### config.mk
export PLATFORM = sky130hd
export DESIGN_NAME = history_buffer_mc
export DESIGN_NICKNAME = d
export VERILOG_FILES = /design/src/rtl/history_buffer_mc.sv
export SDC_FILE = /design/constraint.sdc
export NUM_CORES = 2
export LEC_CHECK = 0
export CORE_ASPECT_RATIO = 2
export CORE_UTILIZATION = 65
export CTS_BUF_LIST = sky130_fd_sc_hd__clkbuf_4
export DETAILED_ROUTE_END_ITERATION = 6
export MAX_ROUTING_LAYER = met4
export PLACE_DENSITY = 0.83
export SLEW_MARGIN = 40
export SYNTH_ARGS = -nofsm -noshare
export SYNTH_HDL_FRONTEND = slang
export SYNTH_SLANG_ARGS = --single-unit
### constraint.sdc
create_clock -name clk -period 5.9 [get_ports clk]
set_clock_uncertainty 0.2 [all_clocks]
set_input_delay 1.18 -clock clk [delete_from_list [all_inputs] [get_ports clk]]
set_output_delay 1.18 -clock clk [all_outputs]
set_load 0.005 [all_outputs]
### src/rtl/history_buffer_mc.sv
// Multi-channel circular history buffer: per-channel DEPTH-word history with a
// valid/ready write port and an oldest-to-newest, zero-padded readout stream.
module history_buffer_mc #(
    parameter int WIDTH    = 32,
    parameter int DEPTH    = 28,
    parameter int CHANNELS = 2,
    localparam int CW      = (CHANNELS > 1) ? $clog2(CHANNELS) : 1,
    localparam int AW      = $clog2(DEPTH + 1)
) (
    input  logic                clk,
    input  logic                rstn,
    input  logic                clr,
    input  logic                in_valid,
    output logic                in_ready,
    input  logic [CW-1:0]       in_ch,
    input  logic [WIDTH-1:0]    in_data,
    input  logic                rd_start,
    input  logic [CW-1:0]       rd_ch,
    output logic                busy,
    output logic                out_valid,
    input  logic                out_ready,
    output logic [WIDTH-1:0]    out_data,
    output logic [AW-1:0]       out_idx,
    output logic                out_last,
    output logic [CHANNELS-1:0] full
);

    // Handshakes: a word moves on a rising edge where valid && ready; the
    // sender holds its payload stable while valid is high and ready is low.

    localparam logic [AW:0]   DEPTH_X  = (AW+1)'(DEPTH);
    localparam logic [AW-1:0] DEPTH_A  = AW'(DEPTH);
    localparam logic [AW-1:0] LAST_IDX = AW'(DEPTH - 1);
    localparam logic [CW:0]   CH_LIM   = (CW+1)'(CHANNELS);

    typedef enum logic [0:0] {S_IDLE, S_STREAM} state_t;

    state_t              r_state, w_state_nxt;
    logic [WIDTH-1:0]    r_mem    [CHANNELS][DEPTH];
    logic [AW-1:0]       r_wr_ptr [CHANNELS];
    logic [AW-1:0]       r_fill   [CHANNELS];
    logic [AW-1:0]       w_ptr_nxt  [CHANNELS];
    logic [AW-1:0]       w_fill_nxt [CHANNELS];
    logic [CHANNELS-1:0] r_full;
    logic [CHANNELS-1:0] w_wr_sel;

    logic [CW-1:0]       r_rd_ch, w_rd_ch_nxt;
    logic [AW-1:0]       r_snap_ptr, w_snap_ptr_nxt;
    logic [AW-1:0]       r_snap_fill, w_snap_fill_nxt;
    logic                r_out_valid, w_out_valid_nxt;
    logic [WIDTH-1:0]    r_out_data, w_out_data_nxt;
    logic [AW-1:0]       r_out_idx, w_out_idx_nxt;
    logic                r_out_last, w_out_last_nxt;

    logic                w_in_ch_ok, w_rd_ch_ok, w_wr_acc;
    logic [AW-1:0]       w_start_ptr, w_start_fill;
    logic [CW-1:0]       w_sel_ch;
    logic [AW-1:0]       w_sel_ptr, w_sel_fill, w_sel_k, w_addr;
    logic [AW:0]         w_pad_sum, w_addr_sum;
    logic [WIDTH-1:0]    w_word;

    assign w_in_ch_ok = ({1'b0, in_ch} < CH_LIM);
    assign w_rd_ch_ok = ({1'b0, rd_ch} < CH_LIM);
    assign busy       = (r_state == S_STREAM);
    assign in_ready   = !clr && w_in_ch_ok && !(busy && (in_ch == r_rd_ch));
    assign w_wr_acc   = in_valid && in_ready;
    assign out_valid  = r_out_valid;
    assign out_data   = r_out_data;
    assign out_idx    = r_out_idx;
    assign out_last   = r_out_last;
    assign full       = r_full;

    // Post-write pointer/fill per channel; also the snapshot taken on rd_start.
    always_comb begin
        for (int c = 0; c < CHANNELS; c++) begin
            w_wr_sel[c]   = w_wr_acc && (in_ch == CW'(c));
            w_ptr_nxt[c]  = r_wr_ptr[c];
            w_fill_nxt[c] = r_fill[c];
            if (w_wr_sel[c]) begin
                w_ptr_nxt[c]  = (r_wr_ptr[c] == LAST_IDX) ? '0 : r_wr_ptr[c] + AW'(1);
                w_fill_nxt[c] = (r_fill[c] == DEPTH_A) ? r_fill[c] : r_fill[c] + AW'(1);
            end
        end
    end

    always_ff @(posedge clk or negedge rstn) begin
        if (!rstn) begin
            for (int c = 0; c < CHANNELS; c++) begin
                for (int d = 0; d < DEPTH; d++) begin
                    r_mem[c][d] <= '0;
                end
                r_wr_ptr[c] <= '0;
                r_fill[c]   <= '0;
            end
            r_full <= '0;
        end else if (clr) begin
            // Stale storage is masked by zero padding, so only indices reset.
            for (int c = 0; c < CHANNELS; c++) begin
                r_wr_ptr[c] <= '0;
                r_fill[c]   <= '0;
            end
            r_full <= '0;
        end else begin
            for (int c = 0; c < CHANNELS; c++) begin
                if (w_wr_sel[c]) begin
                    r_mem[c][r_wr_ptr[c]] <= in_data;
                end
                r_wr_ptr[c] <= w_ptr_nxt[c];
                r_fill[c]   <= w_fill_nxt[c];
                r_full[c]   <= (w_fill_nxt[c] == DEPTH_A);
            end
        end
    end

    // Word fetch: word 0 of a new stream in IDLE, otherwise the word after out_idx.
    always_comb begin
        w_start_ptr  = '0;
        w_start_fill = '0;
        for (int c = 0; c < CHANNELS; c++) begin
            if (rd_ch == CW'(c)) begin
                w_start_ptr  = w_ptr_nxt[c];
                w_start_fill = w_fill_nxt[c];
            end
        end
        w_sel_ch   = r_rd_ch;
        w_sel_ptr  = r_snap_ptr;
        w_sel_fill = r_snap_fill;
        w_sel_k    = r_out_idx + AW'(1);
        if (r_state == S_IDLE) begin
            w_sel_ch   = rd_ch;
            w_sel_ptr  = w_start_ptr;
            w_sel_fill = w_start_fill;
            w_sel_k    = '0;
        end
        w_pad_sum  = {1'b0, w_sel_k} + {1'b0, w_sel_fill};
        w_addr_sum = {1'b0, w_sel_ptr} + {1'b0, w_sel_k};
        w_addr     = (w_addr_sum >= DEPTH_X) ? AW'(w_addr_sum - DEPTH_X) : AW'(w_addr_sum);
        w_word     = '0;
        if (w_pad_sum >= DEPTH_X) begin
            for (int c = 0; c < CHANNELS; c++) begin
                if (w_sel_ch == CW'(c)) begin
                    w_word = r_mem[c][w_addr];
                end
            end
        end
    end

    always_comb begin
        w_state_nxt     = r_state;
        w_out_valid_nxt = r_out_valid;
        w_out_data_nxt  = r_out_data;
        w_out_idx_nxt   = r_out_idx;
        w_out_last_nxt  = r_out_last;
        w_rd_ch_nxt     = r_rd_ch;
        w_snap_ptr_nxt  = r_snap_ptr;
        w_snap_fill_nxt = r_snap_fill;
        case (r_state)
            S_IDLE: begin
                if (rd_start && w_rd_ch_ok && !clr) begin
                    w_state_nxt     = S_STREAM;
                    w_out_valid_nxt = 1'b1;
                    w_out_data_nxt  = w_word;
                    w_out_idx_nxt   = '0;
                    w_out_last_nxt  = 1'b0;
                    w_rd_ch_nxt     = rd_ch;
                    w_snap_ptr_nxt  = w_start_ptr;
                    w_snap_fill_nxt = w_start_fill;
                end
            end
            S_STREAM: begin
                if (clr || (r_out_valid && out_ready && r_out_last)) begin
                    w_state_nxt     = S_IDLE;
                    w_out_valid_nxt = 1'b0;
                    w_out_data_nxt  = '0;
                    w_out_idx_nxt   = '0;
                    w_out_last_nxt  = 1'b0;
                end else if (r_out_valid && out_ready) begin
                    w_out_data_nxt  = w_word;
                    w_out_idx_nxt   = w_sel_k;
                    w_out_last_nxt  = (w_sel_k == LAST_IDX);
                end
            end
            default: w_state_nxt = S_IDLE;
        endcase
    end

    always_ff @(posedge clk or negedge rstn) begin
        if (!rstn) begin
            r_state     <= S_IDLE;
            r_out_valid <= 1'b0;
            r_out_data  <= '0;
            r_out_idx   <= '0;
            r_out_last  <= 1'b0;
            r_rd_ch     <= '0;
            r_snap_ptr  <= '0;
            r_snap_fill <= '0;
        end else begin
            r_state     <= w_state_nxt;
            r_out_valid <= w_out_valid_nxt;
            r_out_data  <= w_out_data_nxt;
            r_out_idx   <= w_out_idx_nxt;
            r_out_last  <= w_out_last_nxt;
            r_rd_ch     <= w_rd_ch_nxt;
            r_snap_ptr  <= w_snap_ptr_nxt;
            r_snap_fill <= w_snap_fill_nxt;
        end
    end

endmodule

* Word-level counts from Yosys, hierarchy flattened
Cells that the tools add are included.
Widths: inputs -> output; s select.
** Word-level totals
- Bits in registers :: 1865
- Bits of input ports :: 40
- Output and inout bits :: 43
- Word-level logic and storage cells :: 169
** Cells by class
- Add/sub/neg operators :: 8
- Magnitude comparators :: 7
- Eq/ne operators :: 11
- Mux-type cells :: 50
- Bitwise gates (word level) :: 6
- Reduce and logical (&&, ||, !) cells :: 18
** Operator list (count)
- $bwmux 896 :: 2
- $mux 32 :: 11
- $bmux 32 s5 :: 2
- $demux 32 s5 :: 2
- $mux 5 :: 17
- $pmux 32 s2 :: 1
- $eq 5x5->1 const B :: 7
- $add 5x1->5 const B :: 5
- $mux 10 :: 2
- $ge 6x6->1 const B :: 3
- $not 5->6 :: 3
- $add 5x5->6 :: 2
- $ge 6x5->1 const B :: 2
- $lt 6x1->1 const B :: 2
- $logic_and 1x1->1 :: 10
- $pmux 5 s2 :: 1
- $reduce_and 2->1 :: 5
- $mux 1 :: 8
- $pmux 1 s2 :: 3
- $sub 5x5->5 const B :: 1
- $ne 2x1->1 const B :: 2
- $ne 3x1->1 const B :: 1
- $not 1->1 :: 3
- $logic_not 1->1 :: 2
- 3 further kinds :: 3

* Depth between registers and ports, before layout
- Depth after elaboration :: 21
- Gate-level depth with buffers :: 24
- Depth with buffers taken out :: 20

* Least setup slack after synthesis
No wires, ideal clock.
- Path type :: input to register
- Start :: input port clr
- End :: register r_out_data[25] (netlist: out_data[25])
- Library setup time :: 0.124 ns
- Arrival time :: 5.803 ns
- Required time :: 5.576 ns
- Path slack :: -0.227 ns
- Stages on the path :: 19
- Path buffers :: 3
- Cells stage by stage :: buf_2 nor4b_1 clkbuf_1 a31oi_1 mux2_2 o21ai_0 ha_1 a21o_1 a21oi_1 xor2_1 inv_1 ha_1 or3_4 nand2_2 buf_2 mux2_2 a221oi_2 a21oi_1 a211o_1
** Between the ends
- Cells in the longest elaborated chain, start to end :: 19
- Elaborated cells between the ends (all ways) :: 37
- Those cells by class :: add/sub (3); order compare (2); eq/ne (2); mux (21); bitwise (1); reduce/logical (8)
** Ends and longest elaborated chain
- from (decl) :: line 12 : input logic clr,
- $logic_not 1->1 :: line 65, 159
- $logic_and 1x1->1 :: line 65 : assign in_ready = !clr && w_in_ch_ok && !(busy && (in_ch == r_rd_ch));
- $logic_and 1x1->1 :: line 66 : assign w_wr_acc = in_valid && in_ready;
- $logic_and 1x1->1 :: line 76 : w_wr_sel[c] = w_wr_acc && (in_ch == CW'(c));
- $mux 5 :: line 79 : if (w_wr_sel[c]) begin
- $mux 5 :: line 120 : if (rd_ch == CW'(c)) begin
- $mux 5 :: line 129 : if (r_state == S_IDLE) begin
- $add 5x5->6 :: line 136 : w_addr_sum = {1'b0, w_sel_ptr} + {1'b0, w_sel_k};
- [... 2 more ...]
- $not 5->6 (implied by the code) :: line 142 : w_word = r_mem[c][w_addr];
- $bmux 32 s5 :: line 142
- $mux 32 (implied by the code) (2 in series) :: line 142
- $mux 32 :: line 141 : if (w_sel_ch == CW'(c)) begin
- $mux 32 :: line 139 : if (w_pad_sum >= DEPTH_X) begin
- $mux 32 :: line 177 : end else if (r_out_valid && out_ready) begin
- $mux 32 :: line 171 : if (clr || (r_out_valid && out_ready && r_out_last)) begin
- $pmux 32 s2 :: line 157 : case (r_state)
- to (signal assigned) :: line 200 : r_out_data <= w_out_data_nxt;
- to (decl) :: line 51 : logic [WIDTH-1:0] r_out_data, w_out_data_nxt;
Several ways; a longest one is shown, not always the timed one. The select of a mux whose other input is x is not followed.
A chain may end at the register's enable or synchronous reset.

* Worst setup path after layout
- Start :: register r_state (netlist: busy)
- End :: register r_out_data[31] (netlist: out_data[31])
** Between the ends
- Cells in the longest elaborated chain, start to end :: 20
- Elaborated cells between the ends (all ways) :: 39
- Those cells by class :: add/sub (3); order compare (2); eq/ne (2); mux (23); bitwise (2); reduce/logical (7)
** Ends and longest elaborated chain
- from (decl) :: line 38 : state_t r_state, w_state_nxt;
- from (signal assigned) :: line 198 : r_state <= w_state_nxt;
- $logic_and 1x1->1 :: line 65
- $logic_not 1->1 :: line 65
- $logic_and 1x1->1 :: line 65
- $logic_and 1x1->1 :: line 66
- $logic_and 1x1->1 :: line 76
- $mux 5 :: line 79
- $mux 5 :: line 120
- $mux 5 :: line 129
- [... 3 more ...]
- $not 5->6 (implied by the code) :: line 142
- $bmux 32 s5 :: line 142
- $mux 32 (implied by the code) (2 in series) :: line 142
- $mux 32 :: line 141
- $mux 32 :: line 139
- $mux 32 :: line 177
- $mux 32 :: line 171
- $pmux 32 s2 :: line 157
Several ways; a longest one is shown, not always the timed one. The select of a mux whose other input is x is not followed.

==> impl_results.md <==
* Outcome: finished, final reports clean
* Crit path DAT at 6.34 ns
* Post-synth EDFFs at 0
* Worst Slack Setup Final at 0.4861 ns
* Cells after Synth at 5750
* Worst-path clk slew at 0.07 ns
* GR Overflow Total at 0
* Final Util at 72.96%
* Dpl hpwl at 147000 um
* Async set-reset flop share out of synthesis at 100.0%
* VDD IR-drop max at 0.0002084 V
* # IOs at 83
* Total GRT Usage at 36.15%
* Synth Warn # at 0
* Number of port buffers at 82
* Final ANT Viol Nets at 0
* Yosys cell types at 66
* Slew Limit Fails at 0
* Worst slew pin tran at 0.8916 ns
* Commonest cells post-synth: dfrtp_1, mux2_2, mux4_2, nand2_1, clkbuf_1
* Seq/Total Area, Yosys at 54.57%
* Post-Route WL at 227000 um
* Drt via density at 6.627
* P per Cell Area at 280.2 mW/mm^2
* CP Launch Type: register
* Final Hold Viols at 0
* CTS tree: built
* Top cell type's share of synthesized area at 54.57%
* Top cells by area, synth: dfrtp_1, mux2_2, mux4_2
* Post-synthesis instance area at 0.08552 sq mm
* Count leader, synth: dfrtp_1
* Routed len/inst at 28.51 um
* Syn nets at 5816
* Setup crit end kind: register
* Max FO, Critical Path at 39
* Pleak at 46.92 nW
* Vias in the first global route at 56450
* Vias at 52770
* DRT Pass-1 Iters at 6
* Min Tclk post-route at 5.414 ns
* Core ar. at 0.1301 sq mm
* Slew Limit Headroom at 40.56%
* CP Data Required Time at 6.83 ns
* Hold Buf Count CTS at 1
* Full die area at 0.1331 sq mm
* Root buf cell: clkbuf_4
* Die W at 258.5 um
* Fmax at 184.7 MHz
* Fraction of layout cells with a size suffix above 1 at 53.37%
* Layout area overhead at 10.98%
* Die height at 515.0 um
* # setup viols final at 0
* Main flop type after synthesis: dfrtp_1
* Number of max-cap violations at 0
* Post-synthesis register bit count at 1865
* Final period utilization at 91.76%
* Clock Sink Count at 1865
* Remaining DRCs at 0
* Pin count of the biggest net entering global routing at 162
* CTS buffer count at 406
* Setup CP Type: reg -> reg
* Row count at 187
* Total setup buffers inserted after CTS at 0
* RSZ-0062 raised after global routing: false
* Nets at 6021
* Initial Utilization at 65.74%
* Synth area leader: dfrtp_1
* Place WS at -0.5207 ns
* Post-cts resize count at 0
* Avg Inst Size Synth at 14.87 sq um
* Clock Latency Late Sink at 1.22 ns
* Gp weighted congestion at 0.9406
* DR iter-0 viols at 4220
* Initial antenna violation count at 7
* First-pass GRT wire length at 347100 um
* H-tree levels at 5
* Clk buf depth at 4
* HP Class: reg -> reg
* Fillers at 8166
[placed cells by master (no fill, tap or decap), types with 8 or more instances in the layout]
cell type,netlist,routed
and3_1,78,77
and2_1,10,9
clkbuf_4,0,611
o311ai_0,16,16
a221oi_2,12,12
nand2_1,423,368
clkdlybuf4s50_1,0,50
a221o_1,18,18
buf_4,12,235
o31ai_1,14,14
a211oi_1,28,28
or3_1,19,19
a211o_1,13,13
diode_2,0,8
ha_1,24,23
nand2_4,0,17
nor2_1,31,30
bufinv_16,0,8
mux4_2,448,448
dfrtp_1,1865,1865
a21oi_1,127,126
inv_1,16,16
clkinv_1,0,72
buf_12,0,81
mux2_2,1818,1818
nand4_1,9,9
a31o_1,9,9
a31o_2,23,23
nand2_2,1,38
mux2i_1,37,37
o21ai_0,44,44
xnor2_1,13,11
[final timing paths]
| kind | depth (start not counted) | startpoint | slack, ns | end |
|---|---|---|---|---|
| setup reg to reg | 20 | busy | 0.49 | out_data[31] |
| hold / removal | 2 | r_snap_fill[4] | 0.28 | r_snap_fill[4] |
| max in group asynchronous | 5 | rstn | 3.36 | r_mem[261] |
| hold reg to reg | 2 | r_snap_fill[4] | 0.28 | r_snap_fill[4] |
| min in group asynchronous | 2 | rstn | 0.36 | r_mem[1071] |
| setup / recovery | 20 | busy | 0.49 | out_data[31] |
[report_power, final]
part / internal [W] / switching [W] / total (W)
Clock: 0.00506 / 0.00492 / 0.00997
Combinational: 0.00156 / 0.00189 / 0.00345
Sequential: 0.0130 / 0.000138 / 0.0132
Total: 0.0196 / 0.00695 / 0.0266
[through the flow]
stage          total power (W)  setup TNS, ns  std cells  area (sq um)  hold slack (ns)
2_1_floorplan          0.01553              0       5750         85540           0.2402
3_5_place_dp           0.01687         -8.427       7243         89580           0.2620
5_1_grt                0.02764              0       7962         94910           0.3070
6_report               0.02660              0       7963         94910           0.2812
3_3_place_gp           0.01681         -7.757       7243         89410           0.2536
4_1_cts                0.02680              0       7951         94780           0.2796
[area by class of cell]
| cell class | count | area (sq um) | area share (%) |
|---|---|---|---|
| Multi-Input combinational cell | 3292 | 36800 | 38.78 |
| Inverter | 17 | 63.81 | 0.06723 |
| Sequential cell | 1865 | 46670 | 49.17 |
| Antenna cell | 8 | 20.02 | 0.02109 |
| Tap cell | 1701 | 2128 | 2.242 |
| Clock buffer | 611 | 4587 | 4.833 |
| Timing Repair Buffer | 373 | 4039 | 4.256 |
| Clock inverter | 96 | 596.8 | 0.6288 |
[sequential cells by signal, summed over array words and instances (netlist names)]
name,cells
r_mem,1792
out_data,32
r_fill,10
r_wr_ptr,10
out_idx,5
r_snap_fill,5
r_snap_ptr,5
full,2
busy,1
out_last,1
out_valid,1
r_rd_ch,1
[cells by family (layout without fill, tap and decap cells)]
family | after synthesis | after routing | share of synthesized area [%]
AO/OA/AOI/OAI | 329 | 329 | 2.658
XOR/XNOR | 15 | 15 | 0.1536
adder cells (fa/ha/maj) | 26 | 26 | 0.3980
buffers and inverters | 593 | 1097 | 2.786
flip-flops | 1865 | 1865 | 54.57
multiplexers | 2303 | 2303 | 36.17
other | 0 | 8 | 0
AND/OR/NAND/NOR | 619 | 619 | 3.260
[metal layers]
layer  GRT usage [%]  vias up  part of all wire (%)
met2           59.25     2116                    52
met5               -        -                     0
met3           6.406      642                   6.2
met1           43.32    28240                    37
met4           17.80        0                   5.2
li1                -    21780                     -
[critical path: stages (launching register included)]
cell and delay, ns:
dfrtp_1 0.38, buf_4 0.25, a21oi_1 0.18, buf_4 0.16
and2_1 0.20, a21oi_1 0.11, a21oi_1 0.24, mux2i_1 0.14
ha_4 0.20, fa_4 0.52, xnor2_2 0.23, inv_2 0.06
ha_1 0.20, or3_4 0.44, nand2_8 0.16, buf_12 0.16
buf_12 0.21, nand2_1 0.10, and3_1 0.19, o311ai_0 0.73
a31o_2 0.21
Power figures use the tool's default switching activity.
